==> src/rtl/muldiv_hilo_ctrl.sv <==
// HI/LO sequencing controller. Accepts DIV/DIVU/MTHI/MTLO from EX, drives the
// shared unsigned divider via start/done, sign-corrects the results and writes HI/LO.
module muldiv_hilo_ctrl #(
  parameter int DIV_TIMEOUT = 64
) (
  input  logic        clock,
  input  logic        reset,
  input  logic        flush,
  input  logic        op_valid,
  input  logic [2:0]  op_code,
  input  logic [31:0] op_a,
  input  logic [31:0] op_b,
  output logic        stall,
  output logic [31:0] hi,
  output logic [31:0] lo,
  output logic        div_start,
  output logic [31:0] div_dividend,
  output logic [31:0] div_divisor,
  input  logic        div_done,
  input  logic [31:0] div_q,
  input  logic [31:0] div_r,
  output logic        div_err
);
  localparam int CW = $clog2(DIV_TIMEOUT + 1);

  typedef enum logic [1:0] {IDLE, ISSUE, WAIT, FIX} state_t;
  state_t state, state_nxt;

  logic [CW-1:0] cnt;
  logic          neg_q, neg_r;
  logic [31:0]   q_res, r_res;

  logic        is_div, is_signed, is_mthi, is_mtlo, b_zero, accept, timeout;
  logic [31:0] a_mag, b_mag;

  assign is_signed = (op_code == 3'b001);
  assign is_div    = (op_code == 3'b001) || (op_code == 3'b010);
  assign is_mthi   = (op_code == 3'b011);
  assign is_mtlo   = (op_code == 3'b100);
  assign b_zero    = (op_b == 32'd0);
  assign accept    = (state == IDLE) && op_valid && !flush;
  assign a_mag     = (is_signed && op_a[31]) ? -op_a : op_a;
  assign b_mag     = (is_signed && op_b[31]) ? -op_b : op_b;
  // done on the last allowed cycle still counts as done
  assign timeout   = (state == WAIT) && !div_done && (cnt == CW'(DIV_TIMEOUT - 1));

  always_comb begin
    state_nxt = state;
    case (state)
      IDLE:    if (accept && is_div && !b_zero) state_nxt = ISSUE;
      ISSUE:   state_nxt = WAIT;
      WAIT: begin
        if (div_done)     state_nxt = FIX;
        else if (timeout) state_nxt = IDLE;
      end
      FIX:     state_nxt = IDLE;
      default: state_nxt = IDLE;
    endcase
    if (flush) state_nxt = IDLE;
  end

  // FIX is deliberately not stalled so EX retires the DIV as HI/LO land
  assign stall     = (accept && is_div && !b_zero) || (state == ISSUE) || (state == WAIT);
  assign div_start = (state == ISSUE) && !flush;

  always_ff @(posedge clock or posedge reset) begin
    if (reset) begin
      state        <= IDLE;
      hi           <= '0;
      lo           <= '0;
      div_dividend <= '0;
      div_divisor  <= '0;
      div_err      <= 1'b0;
      cnt          <= '0;
      neg_q        <= 1'b0;
      neg_r        <= 1'b0;
      q_res        <= '0;
      r_res        <= '0;
    end else begin
      state <= state_nxt;
      if (!flush) begin
        case (state)
          IDLE: if (accept) begin
            if (is_mthi) hi <= op_a;
            if (is_mtlo) lo <= op_a;
            if (is_div) begin
              if (b_zero) begin
                hi <= op_a;
                lo <= 32'hFFFF_FFFF;
              end else begin
                div_dividend <= a_mag;
                div_divisor  <= b_mag;
                neg_q        <= is_signed && (op_a[31] ^ op_b[31]);
                neg_r        <= is_signed && op_a[31];
              end
            end
          end
          ISSUE: cnt <= '0;
          WAIT: begin
            if (div_done) begin
              q_res <= neg_q ? -div_q : div_q;
              r_res <= neg_r ? -div_r : div_r;
            end else if (timeout) begin
              div_err <= 1'b1;
            end else begin
              cnt <= cnt + 1'b1;
            end
          end
          FIX: begin
            hi <= r_res;
            lo <= q_res;
          end
          default: ;
        endcase
      end
    end
  end
endmodule

==> config.mk <==
export PLATFORM = sky130hd
export DESIGN_NAME = muldiv_hilo_ctrl
export DESIGN_NICKNAME = d
export VERILOG_FILES = /design/src/rtl/muldiv_hilo_ctrl.sv
export SDC_FILE = /design/constraint.sdc
export NUM_CORES = 1
export LEC_CHECK = 0
export ABC_AREA = 1
export BUFFER_PORTS_ARGS = -buffer_cell sky130_fd_sc_hd__buf_4
export CAP_MARGIN = 5
export CELL_PAD_IN_SITES_DETAIL_PLACEMENT = 1
export CELL_PAD_IN_SITES_GLOBAL_PLACEMENT = 2
export CORE_UTILIZATION = 34
export CTS_BUF_LIST = sky130_fd_sc_hd__clkbuf_2 sky130_fd_sc_hd__clkbuf_4 sky130_fd_sc_hd__clkbuf_8
export CTS_CLUSTER_SIZE = 24
export DETAILED_ROUTE_END_ITERATION = 16
export PLACE_DENSITY = 0.95
export RECOVER_POWER = 100
export SYNTH_ARGS = -nofsm -noshare
export SYNTH_HDL_FRONTEND = slang
export SYNTH_SLANG_ARGS = --single-unit
==> constraint.sdc <==
create_clock -name clock -period 17.2 [get_ports clock]
set_clock_uncertainty 0.2 [all_clocks]
set_input_delay 5.16 -clock clock [delete_from_list [all_inputs] [get_ports clock]]
set_output_delay 5.16 -clock clock [all_outputs]
set_load 0.02 [all_outputs]
==> impl_metrics.csv <==
group,metric,value,unit
power,finalPower,0.002406,W
worst_setup_path,path_cells,"clkbuf_4 -> inv_1 -> ha_1 -> nand2_1 -> nor2_1 -> nand2_1 -> nor2_1 -> nor2_4 -> clkinv_1 -> buf_4 -> nand3_1 -> clkbuf_1",
grt,globalRouteOverflowTotal,0,
sta,whs,0.2759,ns
sta,worst_pin_slew,6.222,ns
cts,clock_tree.root_cell,"clkbuf_8",
worst_hold_path,min_path_cells,1,
cts,htree_levels,2,
worst_setup_path,regToRegEndpoint,"q_res[3]",
status,status,"complete, but fails checks",
run,maxCapViolCount,7,
cts,clk_path_buf_depth,3,
yosys,synth_nets,1942,
yosys,synth_cell_types,35,
worst_setup_path,endpoint_kind,"output port",
drt,wl,49750,um
sta,max_freq,77.09,MHz
worst_setup_path,r2r_cells,9,
sta,final-setup-viol-count,0,
placement,port_buffers,266,
yosys,ys_seq_elements,204,
placement,dpl.hpwl,36420,um
sta,fin_crit,12.97,ns
status,violations,"max-capacitance violations, max-slew violations",
cts,numCtsBuffers,38,
yosys,yosys_warnings,0,
yosys,synth_cells,1797,
yosys,async_flop_share,100.0,%
grt,grt_pass1_vias,13545,
worst_setup_path,cp_max_fo,87,
drt,drtAntennaViolNets,0,
grt,antenna_found_initial,3,
yosys,syn-cell-area,12730,um^2
floorplan,core,36700,um^2
yosys,yosysSeqAreaShare,40.10,%
worst_setup_path,cp.arrival,7.61,ns
floorplan,rows,70,
placement,place_area,15060,um^2
worst_setup_path,critPathBufInv,5,
cts,cts_tree,"built",
final_layout,nNetsFinal,2175,
floorplan,die_w,195.5,um
placement,gp_congestion,0.8952,
sta,max-slew-margin-rel,-314.8,%
grt,grt_usage,26.09,%
sta,slew_viol_final,477,
power,power_density,157.0,nW/um^2
worst_setup_path,slowest_delay,0.61,ns
power,ir_worst_vdd,0.05015,mV
power,power.leakage,7.358,nW
drt,drt_iter0_drc,706,
worst_hold_path,min_to,"div_err",
drt,wl_per_cell,19.67,um
drt,drt-vias-per-instance,5.161,
cts,postCtsHoldBufs,0,
worst_setup_path,cp_top_family,"simple AND/OR/NAND/NOR gates",
sta,hold_violations,0,
grt,grt_max_degree,139,
yosys,synth_area_per_cell,7.084,um^2
yosys,synth_edf_count,0,
sta,rsz0062_at_grt,"false",
floorplan,ioPinCount,267,
floorplan,die_y,195.5,um
drt,firstDrtPassIters,5,
final_layout,final_cells,2530,
drt,vias,13058,
cts,path_clk_slew,0.06,ns
worst_hold_path,min_from,"div_err",
worst_hold_path,min_path_type,"reg -> reg",
cts,cts_setup_buffers,0,
cts,clk_latency,0.56,ns
worst_setup_path,r2r_start,"state[0]",
final_layout,drive_above_1_share,14.27,%
sta,period_share,75.42,%
worst_setup_path,cp.required,11.84,ns
final_layout,final_cell_area,15330,um^2
grt,grt_pass1_wl,77820,um
floorplan,initial_core_util,34.69,%
cts,cts_num_sinks,204,
cts,cts_resized,0,
final_layout,area_delta_synth_final,20.42,%
worst_setup_path,cp_slowest_cell,"buf_4",
drt,route.detailed.drc,0,
worst_setup_path,start_kind,"primary input",
worst_setup_path,rrSetupSlack,11.64,ns
sta,fin_tns_setup,0,ns
worst_setup_path,crit_path_start,"op_b[0]",
yosys,ys.flop_type,"dfrtp_1",
worst_setup_path,crit_type,"in -> out",
placement,numPlacedInstances,2458,
floorplan,dieArea,38220,um^2
-- layout make-up --
type / instances / area, um^2
inverters: 148 / 556.8
repair buffers: 279 / 1577
diodes: 2 / 5.005
fillers: 4726 / 21370
clock inverters: 7 / 96.34
multi-input cells: 1359 / 6618
flip-flops and latches: 204 / 5105
clock buffers: 63 / 785.8
well taps: 468 / 585.6
-- routing by layer --
layer	GRT usage (%)	vias to the layer above	routed length, um
li1	-	6293	-
met1	34.54	6354	22540
met2	42.46	336	23010
met3	5.112	75	2824
met4	8.866	0	1379
met5	0	-	0
-- cells in the mapped netlist (5+ instances only) --
library cell	number	area (um^2)
xor2_1	59	516.8
buf_1	6	22.52
o211ai_1	36	270.3
o21ai_0	112	560.5
xnor2_1	5	43.79
o31ai_1	5	37.54
clkbuf_1	47	176.4
nor2_1	194	728.2
nand3_1	171	855.8
a31oi_1	9	56.30
a21oi_2	58	508.0
dfrtp_1	204	5105
inv_1	144	540.5
ha_1	9	112.6
nand2_1	519	1948
nand3b_1	11	82.58
buf_2	28	140.1
nand4_1	14	87.58
nor3_1	19	95.09
a21oi_1	86	430.4
or2_2	29	181.4
-- how the worst max path moves through the flow --
stage | cells past startpoint | slack (ns) | endpoint
2_1_floorplan | 11 | 5.39 | stall
3_3_place_gp | 12 | 4.65 | stall
3_5_place_dp | 12 | 4.61 | stall
4_1_cts | 12 | 4.60 | stall
5_1_grt | 3 | 3.73 | div_dividend[21]
6_report | 12 | 4.23 | stall
-- power by group --
part | leakage, nW | switching, W | internal [W]
sequential | 2.50 | 0.000166 | 0.000693
clock | 0.456 | 0.000221 | 0.000320
combinational | 4.40 | 0.000683 | 0.000324
total | 7.36 | 0.00107 | 0.00134
-- cells in the final DEF (no fill, tap or decap), types with 16 or more instances in the layout --
cell type	synthesis	layout
clkbuf_4	0	16
clkbuf_8	0	50
o21ai_0	112	114
a21oi_2	58	38
inv_1	144	143
nand3_1	171	171
dfrtp_1	204	204
buf_4	1	138
nand2_1	519	520
nor3_1	19	19
a21oi_1	86	106
o211ai_1	36	36
clkbuf_1	47	138
or2_2	29	29
nor2_1	194	192
xor2_1	59	59
-- per-stage QoR --
stage	utilization, %	setup WS (ns)
global route	41.76	3.726
detailed placement	41.05	4.611
global placement	41.05	4.649
finish	41.77	4.228
CTS	43.45	4.597
floorplan	-	5.394
-- logic make-up after synthesis --
group / count (synthesis) / share of synthesized area (%)
multiplexers: 1 / 0.07863
AO/OA/AOI/OAI: 314 / 15.03
buffers and inverters: 234 / 7.440
AND/OR/NAND/NOR: 971 / 32.06
flip-flops: 204 / 40.10
XOR/XNOR: 64 / 4.403
adder cells (fa/ha/maj): 9 / 0.8846
-- flip-flops by register name, summed over array words and instances (netlist names) --
| register | flops |
|---|---|
| div_err | 1 |
| q_res | 32 |
| div_dividend | 32 |
| r_res | 32 |
| div_divisor | 32 |
| cnt | 7 |
| neg_q | 1 |
| lo | 32 |
| state | 2 |
| neg_r | 1 |
| hi | 32 |
(Power assumes the default switching activity.)
